### config.mk
export PLATFORM = sky130hd
export DESIGN_NAME = color_symbol_reader_flat
export DESIGN_NICKNAME = d
export VERILOG_FILES = /design/src/rtl/color_symbol_reader_if.sv /design/src/rtl/color_symbol_reader.sv /design/src/flat_wrapper.sv
export SDC_FILE = /design/constraint.sdc
export NUM_CORES = 1
export LEC_CHECK = 0
export CORE_UTILIZATION = 30
export CTS_CLUSTER_DIAMETER = 200
export DETAILED_ROUTE_END_ITERATION = 8
export PLACE_DENSITY = 0.53
export SLEW_MARGIN = 25
export SYNTH_ARGS = -nofsm -noshare
export SYNTH_HDL_FRONTEND = slang
export SYNTH_SLANG_ARGS = --single-unit
### constraint.sdc
create_clock -name clk -period 2.15 [get_ports clk]
set_input_delay 0.43 -clock clk [delete_from_list [all_inputs] [get_ports clk]]
set_output_delay 0.43 -clock clk [all_outputs]
set_load 0.02 [all_outputs]
### src/rtl/color_symbol_reader_if.sv
// Bundle between the symbol reader and its neighbours: request/clear from the game logic,
// start/result with the TCS3200 detector, and the packed symbol word going back out.
interface color_symbol_reader_if #(
  parameter int SYMBOLS = 4
);
  logic                   readRequest;
  logic                   clearWord;
  logic                   detectionComplete;
  logic [1:0]             color;
  logic                   startDetection;
  logic                   busy;
  logic                   symbolValid;
  logic [1:0]             symbol;
  logic [2*SYMBOLS-1:0]   word;
  logic [3:0]             symbolCount;
  logic                   wordValid;
  logic                   error;
  logic [1:0]             errorCode;

  modport master (
    input  readRequest, clearWord, detectionComplete, color,
    output startDetection, busy, symbolValid, symbol, word, symbolCount,
           wordValid, error, errorCode
  );

  modport slave (
    output readRequest, clearWord, detectionComplete, color,
    input  startDetection, busy, symbolValid, symbol, word, symbolCount,
           wordValid, error, errorCode
  );
endinterface

### src/rtl/color_symbol_reader.sv
// Confirms CONFIRM identical detector readings per symbol and packs symbols into a word.
// All outputs registered one cycle behind the FSM state; no backpressure, requests while busy are dropped.
module color_symbol_reader #(
  parameter int          SYMBOLS    = 4,
  parameter int          CONFIRM    = 3,
  parameter int          MAX_TRIES  = 8,
  parameter int          GAP_CYCLES = 256,
  parameter logic [23:0] TIMEOUT    = 24'd4000000
) (
  input  logic                 clk,
  input  logic                 reset,
  color_symbol_reader_if.master bus
);

  typedef enum logic [2:0] {IDLE, START, WAIT_DONE, GAP, ACCEPT, ERROR} state_t;

  state_t               state, stateNext;
  logic [3:0]           tryCount, matchCount, tryNext, matchNext;
  logic [1:0]           lastColor, errKind;
  logic [23:0]          timer;
  logic [15:0]          gapCnt;

  logic                 startDetection, busy, symbolValid, wordValid, error;
  logic [1:0]           symbol, errorCode;
  logic [2*SYMBOLS-1:0] word;
  logic [3:0]           symbolCount;

  assign bus.startDetection = startDetection;
  assign bus.busy           = busy;
  assign bus.symbolValid    = symbolValid;
  assign bus.symbol         = symbol;
  assign bus.word           = word;
  assign bus.symbolCount    = symbolCount;
  assign bus.wordValid      = wordValid;
  assign bus.error          = error;
  assign bus.errorCode      = errorCode;

  always_ff @(posedge clk or negedge reset) begin
    if (!reset) state <= IDLE;
    else        state <= stateNext;
  end

  always_comb begin
    stateNext = state;
    tryNext   = tryCount + 4'd1;
    matchNext = (matchCount == 4'd0 || bus.color == lastColor) ? matchCount + 4'd1 : 4'd1;
    case (state)
      IDLE:      if (bus.readRequest) stateNext = START;
      START:     stateNext = WAIT_DONE;
      WAIT_DONE: begin
        // A result on the timeout cycle still counts as a reading.
        if (bus.detectionComplete) begin
          if (matchNext == 4'(CONFIRM))       stateNext = ACCEPT;
          else if (tryNext == 4'(MAX_TRIES))  stateNext = ERROR;
          else                                stateNext = GAP;
        end else if (timer == TIMEOUT - 24'd1) begin
          stateNext = ERROR;
        end
      end
      GAP:       if (gapCnt == 16'(GAP_CYCLES - 1)) stateNext = START;
      ACCEPT:    stateNext = IDLE;
      ERROR:     stateNext = IDLE;
      default:   stateNext = IDLE;
    endcase
  end

  always_ff @(posedge clk or negedge reset) begin
    if (!reset) begin
      tryCount       <= 4'd0;
      matchCount     <= 4'd0;
      lastColor      <= 2'd0;
      errKind        <= 2'd0;
      timer          <= 24'd0;
      gapCnt         <= 16'd0;
      startDetection <= 1'b0;
      busy           <= 1'b0;
      symbolValid    <= 1'b0;
      error          <= 1'b0;
      symbol         <= 2'd0;
      errorCode      <= 2'd0;
    end else begin
      startDetection <= (state == START);
      busy           <= (state != IDLE);
      symbolValid    <= (state == ACCEPT);
      error          <= (state == ERROR);
      gapCnt         <= 16'd0;
      case (state)
        IDLE: begin
          tryCount   <= 4'd0;
          matchCount <= 4'd0;
          if (bus.readRequest) errorCode <= 2'd0;
        end
        START:     timer <= 24'd0;
        WAIT_DONE: begin
          timer <= timer + 24'd1;
          if (bus.detectionComplete) begin
            tryCount   <= tryNext;
            matchCount <= matchNext;
            lastColor  <= bus.color;
          end
          if (stateNext == ERROR) errKind <= bus.detectionComplete ? 2'b10 : 2'b01;
        end
        GAP:       gapCnt <= gapCnt + 16'd1;
        ACCEPT:    symbol <= lastColor;
        ERROR:     errorCode <= errKind;
        default:   ;
      endcase
    end
  end

  // clearWord overrides the shift but still lets an accepting symbol land in the fresh word.
  always_ff @(posedge clk or negedge reset) begin
    if (!reset) begin
      word        <= '0;
      symbolCount <= 4'd0;
      wordValid   <= 1'b0;
    end else begin
      wordValid <= 1'b0;
      if (bus.clearWord) begin
        if (state == ACCEPT) begin
          word        <= {{(2*SYMBOLS-2){1'b0}}, lastColor};
          symbolCount <= 4'd1;
        end else begin
          word        <= '0;
          symbolCount <= 4'd0;
        end
      end else if (state == ACCEPT) begin
        word <= {word[2*SYMBOLS-3:0], lastColor};
        if (symbolCount == 4'(SYMBOLS - 1)) begin
          symbolCount <= 4'd0;
          wordValid   <= 1'b1;
        end else begin
          symbolCount <= symbolCount + 4'd1;
        end
      end
    end
  end

endmodule

### src/flat_wrapper.sv
// flat-port wrapper written by rule: the top's interface ports become plain ports
module color_symbol_reader_flat 
#(
  parameter int          SYMBOLS    = 4,
  parameter int          CONFIRM    = 3,
  parameter int          MAX_TRIES  = 8,
  parameter int          GAP_CYCLES = 256,
  parameter logic [23:0] TIMEOUT    = 24'd4000000
)
  (clk, reset, bus_readRequest, bus_clearWord, bus_detectionComplete, bus_color, bus_startDetection, bus_busy, bus_symbolValid, bus_symbol, bus_word, bus_symbolCount, bus_wordValid, bus_error, bus_errorCode);
  color_symbol_reader_if #(.SYMBOLS(SYMBOLS)) bus_i ();
  input  logic clk;
  input  logic reset;
  input wire logic [$bits(bus_i.readRequest)-1:0] bus_readRequest;
  input wire logic [$bits(bus_i.clearWord)-1:0] bus_clearWord;
  input wire logic [$bits(bus_i.detectionComplete)-1:0] bus_detectionComplete;
  input wire logic [$bits(bus_i.color)-1:0] bus_color;
  output wire logic [$bits(bus_i.startDetection)-1:0] bus_startDetection;
  output wire logic [$bits(bus_i.busy)-1:0] bus_busy;
  output wire logic [$bits(bus_i.symbolValid)-1:0] bus_symbolValid;
  output wire logic [$bits(bus_i.symbol)-1:0] bus_symbol;
  output wire logic [$bits(bus_i.word)-1:0] bus_word;
  output wire logic [$bits(bus_i.symbolCount)-1:0] bus_symbolCount;
  output wire logic [$bits(bus_i.wordValid)-1:0] bus_wordValid;
  output wire logic [$bits(bus_i.error)-1:0] bus_error;
  output wire logic [$bits(bus_i.errorCode)-1:0] bus_errorCode;
  assign bus_i.readRequest = bus_readRequest;
  assign bus_i.clearWord = bus_clearWord;
  assign bus_i.detectionComplete = bus_detectionComplete;
  assign bus_i.color = bus_color;
  assign bus_startDetection = bus_i.startDetection;
  assign bus_busy = bus_i.busy;
  assign bus_symbolValid = bus_i.symbolValid;
  assign bus_symbol = bus_i.symbol;
  assign bus_word = bus_i.word;
  assign bus_symbolCount = bus_i.symbolCount;
  assign bus_wordValid = bus_i.wordValid;
  assign bus_error = bus_i.error;
  assign bus_errorCode = bus_i.errorCode;
  color_symbol_reader #(.SYMBOLS(SYMBOLS), .CONFIRM(CONFIRM), .MAX_TRIES(MAX_TRIES), .GAP_CYCLES(GAP_CYCLES), .TIMEOUT(TIMEOUT)) u_core (.clk(clk), .reset(reset), .bus(bus_i));
endmodule
After elaboration in Yosys (flattened, before gate mapping):

Index checks and enable logic that the tools add are counted.

* flip-flop bits (word level): 76
* input port bits: 7
* output and inout port bits: 21
* word-level logic and storage cells: 74

* add/sub/neg operators: 5
* eq/ne operators: 14
* multiplexer cells: 27
* reduce and logical (&&, ||, !) cells: 12

Operator list (number)
* 24-bit one-hot mux with 2 select lines: 1
* 24-bit by 1-bit adder with 24-bit output (second input constant): 1
* 24-bit by 22-bit == test with 1-bit output (second input constant): 1
* 4-bit two-way mux: 6
* 3-bit two-way mux: 6
* 16-bit by 1-bit adder with 16-bit output (second input constant): 1
* 16-bit by 8-bit == test with 1-bit output (second input constant): 1
* 16-bit two-way mux: 1
* 8-bit two-way mux: 2
* 4-bit one-hot mux with 2 select lines: 2
* 4-bit by 1-bit adder with 4-bit output (second input constant): 3
* 3-bit one-hot mux with 4 select lines: 1
* 3-bit == test (second input constant): 3
* 4-bit by 2-bit == test with 1-bit output (second input constant): 2
* 2-bit AND reduction: 4
* 2-bit nonzero test: 4
* 3-bit by 2-bit == test with 1-bit output (second input constant): 2
* 2-bit two-way mux: 3
* 4-bit == test (second input constant): 1
* 4-bit logical NOT: 1
* 1-bit two-way mux: 4
* 2-bit != test (second input constant): 2
* 2-bit one-hot mux with 2 select lines: 1
* 3-bit by 1-bit == test with 1-bit output (second input constant): 1
* other kinds (4): 4

Logic depth before layout (Yosys ltp):

Gate-level depths: netlist (run 1).

* word-level depth: 9
* gate-level depth with buffers: 8
* depth with buffers taken out: 7

Worst setup path after synthesis (run 1):

No wires, ideal clock.

* path kind: register to register
* start: reg u_core.state[0]
* end: reg u_core.timer[19]
* library setup time: 0.122 ns
* data arrival time: 1.595 ns
* required time: 2.028 ns
* setup slack: 0.433 ns
* stages on the path, launching flop included: 8
* period minus slack after synthesis: 1.717 ns
* cells stage by stage: dfrtp_1 -> buf_6 -> or3b_4 -> buf_6 -> nor4_4 -> nand3_1 -> nand3_1 -> o21ai_1

* cells in the longest elaborated chain, start to end: 2
* elaborated cells between the ends (all ways): 4
* classes of those cells: eq/ne: 2; mux: 1; reduce/logical: 1

RTL lines
* from (decl): line color_symbol_reader.sv:17 `state_t state, stateNext;`
* from (signal assigned): line color_symbol_reader.sv:40 `else state <= stateNext;`
* 3-bit by 2-bit == test with 1-bit output / 3-bit by 1-bit == test with 1-bit output (equally long branches): line color_symbol_reader.sv:87 `case (state)`
* 24-bit one-hot mux with 2 select lines / 2-bit nonzero test (equally long branches)
* to (signal assigned): line color_symbol_reader.sv:95 `timer <= timer + 24'd1;`
* to (decl): line color_symbol_reader.sv:20 `logic [23:0] timer;`

Several ways; a longest one is shown, not always the timed one.
A chain may end at the register's enable or synchronous reset.

Worst setup path in the final report (run 1):

* start: reg u_core.matchCount[0]
* end: reg u_core.state[1]

* cells in the longest elaborated chain, start to end: 7
* elaborated cells between the ends (all ways): 8
* classes of those cells: add/sub: 1; eq/ne: 1; mux: 4; reduce/logical: 2

RTL lines
* from (decl): line color_symbol_reader.sv:18 `logic [3:0] tryCount, matchCount, tryNext, matchNext;`
* from (signal assigned): line color_symbol_reader.sv:98 `matchCount <= matchNext;`
* branches (longest 2 deep; another with 4-bit by 1-bit adder with 4-bit output)
* 4-bit two-way mux *: line color_symbol_reader.sv:46 `matchNext = (matchCount == 4'd0 || bus.color == lastColor) ? matchCount + 4'd1 : 4'd1;`
* 4-bit by 2-bit == test with 1-bit output *: line color_symbol_reader.sv:53 `if (matchNext == 4'(CONFIRM)) stateNext = ACCEPT;`
* 3-bit two-way mux *: line color_symbol_reader.sv:53
* 3-bit two-way mux *: line color_symbol_reader.sv:52 `if (bus.detectionComplete) begin`
* 3-bit one-hot mux with 4 select lines *: line color_symbol_reader.sv:47 `case (state)`
* net u_core.stateNext[1]: line color_symbol_reader.sv:17

Mark *: on every way through the listed nets, which the timed path passes.

==> summary.md, run 1 <==
| Metric | Value |
|---|---|
| Status | `completed` |
| Top_reg_cell synth | `dfrtp_1` |
| Area Overhead vs Synth | `22.3%` |
| Die W | `112 microns` |
| Post-synth EDFFs | `0` |
| Number of remaining DRC errors | `0` |
| Asr flop ratio synth | `1.00` |
| Required @ worst endpoint | `between 2 and 2.5 ns` |
| Ant. Diodes | `0` |
| R2R Setup Slk | `0.22 ns` |
| Slew @ Worst Pin | `0.628 ns` |
| Layout cells sized above 1 | `0.0802` |
| Fin crit share | `0.900` |
| CP Capture Type | `register` |
| Post-CTS Hold Buffers | `0` |
| Drt pass-1 iters | `4` |
| Slowest-stage cell, CP | `dfrtp_1` |
| Post-route setup slack | `0.215 ns` |
| Hold slack | `0.0341 ns` |
| Routed Antenna Nets | `0` |
| Critical path cell sequence | `inv_1, ha_1, nor3b_1, nand3_1, o22ai_1, o21ai_0, a31o_2` |
| Final setup viols | `0` |
| CTS tree | `yes` |
| Post-CTS Setup Repair Bufs | `0` |
| Post-Route Utilization | `0.382` |
| PostCTS Resize Cnt | `0` |
| Critical Path Max Stage Delay | `between 0.4 and 0.5 ns` |
| Clk slew on worst S/H paths | `0.06 ns` |
| Routed WL | `approximately 7.7 mm` |
| Top-count cell post-synth | `dfrtp_1` |
| Die height | `112 microns` |
| Die area | `approximately 13000 sq um` |
| Worst skew pair latency | `0.33 ns` |
| Power Density | `1020 nW/um^2` |
| Grt ovf | `0` |
| Vias in the first global route | `2737` |
| Largest area contributor in the netlist | `dfrtp_1` |
| Largest net degree at the start of global routing | `45` |
| FF+latch count, synth | `76` |
| Simple-gate share of the synthesized area | `0.249` |
| Post-Syn Nets | `396` |
| Data arrival, critical path | `2.16 ns` |
| Cell Area, Synth | `approximately 3600 sq um` |
| Max VDD drop | `0.470 mV` |
| Min cycle time layout | `1.93 ns` |
| Final Non-Filler Cells | `567` |
| GRT Util Overall | `0.133` |
| Ranking of synthesized cells by area | `dfrtp_1 52%, nand2_1 7.7%, nand3_1 3.5%, o21ai_0 3.5%, nor2_1 3.4%` |
| Clock root buffer master | `clkbuf_16` |
| Iter 0 DRT Violations | `126` |
| YS warnings | `0` |
| H-tree levels | `3` |
| Max-slew violations | `0` |
| Synth top cells by count | `76 x dfrtp_1, 74 x nand2_1, 33 x nor2_1, 25 x nand3_1, 25 x o21ai_0` |
| Mux share of post-synthesis cell area | `0.0248` |
| Cells after synthesis | `382` |
| Largest family of logic cells by synthesized area | `simple AND/OR/NAND/NOR gates` |
| Core Footprint | `11600 sq um` |
| CTS Buffer Depth | `2` |
| Crit Path Max Fanout | `6` |
| Fmax | `517 MHz` |
| Setup CP Type | `reg -> reg` |
| Routed WL per cell | `13.5 microns` |
| CP startpoint kind | `register` |
| Min-delay worst type | `in -> async` |
| Final net count | `433` |
| DP HPWL | `around 5.3 mm` |
| Synth Area in Adders | `0.0242` |
| Synth Area in XOR/XNOR | `0.0435` |
| Initial antenna violation count | `0` |
| RD Place Congestion | `0.787` |
| Final Hold Fails | `0` |
| RSZ-0062 raised after global routing | `false` |
| Initial Util | `0.312` |
| # fillers | `around 1200` |
| Rel. slew slack | `0.580` |
| Vias per std cell | `around 5` |
| Max Cap Violations | `0` |
| CTS Buf Count | `9` |
| Design Area, Final | `4430 sq um` |
| Dpl cell area | `about 4100 sq um` |
| P_leak | `1.96 nW` |
| DP Worst Slack | `0.0559 ns` |
| TNS Setup | `0 ns` |
| Rows | `39` |
| Port buffer count | `27` |
| Synth Area in Compound Gates | `0.104` |
| Total Power | `4.50 mW` |
| Synth top area share | `0.524` |
| Clk_skew | `0.00406 ns` |
| Dpl cells | `about 550` |
| I/O Pins | `28` |
| Post-synthesis sequential area ratio | `0.524` |
| Avg Cell Area, Syn | `between 9 and 10 sq um` |
| CTS sink count | `76` |
| Vias | `2783` |
| Synth cell types | `47` |
| First-pass GRT wire length | `13.3 mm` |
[cell type report]
| cell class | instances | area (sq um) | share of cell area |
|---|---|---|---|
| Sequential cell | 76 | 1900 | 0.429 |
| Tap cell | 143 | 179 | 0.0404 |
| Multi-Input combinational cell | 283 | 1620 | 0.364 |
| Clock inverter | 4 | 70.1 | 0.0158 |
| Clock buffer | 12 | 267 | 0.0601 |
| Timing Repair Buffer | 37 | 355 | 0.0802 |
| Inverter | 12 | 45.0 | 0.0102 |
[cell usage in the layout, fill, tap and decap left out, drive strengths merged, types with 3 or more instances in the layout]
| master | count |
|---|---|
| mux2i | 9 |
| xor2 | 7 |
| buf | 11 |
| dfrtp | 76 |
| o21ai | 28 |
| clkdlybuf4s50 | 26 |
| a21oi | 22 |
| a22o | 4 |
| nand2 | 74 |
| nor3b | 3 |
| ha | 7 |
| nand2b | 4 |
| nor2 | 33 |
| nand4 | 11 |
| inv | 12 |
| nor3 | 9 |
| clkbuf | 12 |
| and3 | 5 |
| nand3 | 25 |
| xnor2 | 11 |
| or3 | 3 |
| nor4 | 4 |
[flip-flops by register name, indices dropped and copies added (netlist names), 3 cells and up]
register,cells
u_core.matchCount,4
u_core.bus.symbolCount,4
u_core.bus.word,8
u_core.gapCnt,16
u_core.state,3
u_core.tryCount,4
u_core.timer,24
[power by group]
group,switching [mW],internal (mW)
combinational,0.652,0.402
sequential,0.163,1.60
clock,0.581,1.11
[worst paths after layout]
kind / from / depth (start not counted) / endpoint
worst max-delay path: u_core.matchCount[0]$_DFFE_PN0P_ / 7 / u_core.state[1]$_DFF_PN0_
worst min register to register: u_core.timer[21]$_DFFE_PN0P_ / 1 / u_core.timer[21]$_DFFE_PN0P_
worst max register to register: u_core.matchCount[0]$_DFFE_PN0P_ / 7 / u_core.state[1]$_DFF_PN0_
min in group clk: u_core.timer[21]$_DFFE_PN0P_ / 1 / u_core.timer[21]$_DFFE_PN0P_
max in group asynchronous: reset / 2 / u_core.gapCnt[11]$_DFF_PN0_
worst min-delay path: reset / 1 / u_core.bus.symbolCount[2]$_DFFE_PN0P_
[metal layers]
layer	share of wire	up-vias	track usage
met2	0.48	22	0.211
met4	0.0085	0	0.0373
met5	0	-	0
met1	0.48	1354	0.181
met3	0.024	8	0.0343
li1	-	1399	-
[critical path: cells and delay by family (launching register included)]
kind | cells | cell delay [ns]
AOI/OAI and AO/OA | 3 | 0.66
adders and majority gates | 1 | 0.29
buffers and inverters | 1 | 0.07
DFF | 1 | 0.43
and+or+nand+nor | 2 | 0.38
[cells by family after synthesis]
family / count (synthesis)
adder cells (fa/ha/maj): 7
flip-flops: 76
multiplexers: 9
XOR/XNOR: 18
AND/OR/NAND/NOR: 183
buffers and inverters: 23
AO/OA/AOI/OAI: 66
Note: power is estimated with default switching activity, not from simulation.
==> run 2: changes to the inputs <==
Settings changed: CAP_MARGIN from default to 40, SLEW_MARGIN 25 to default.
==> results of run 2 <==
Same layout as run 1: the final DEF is identical, and so are final timing and power.
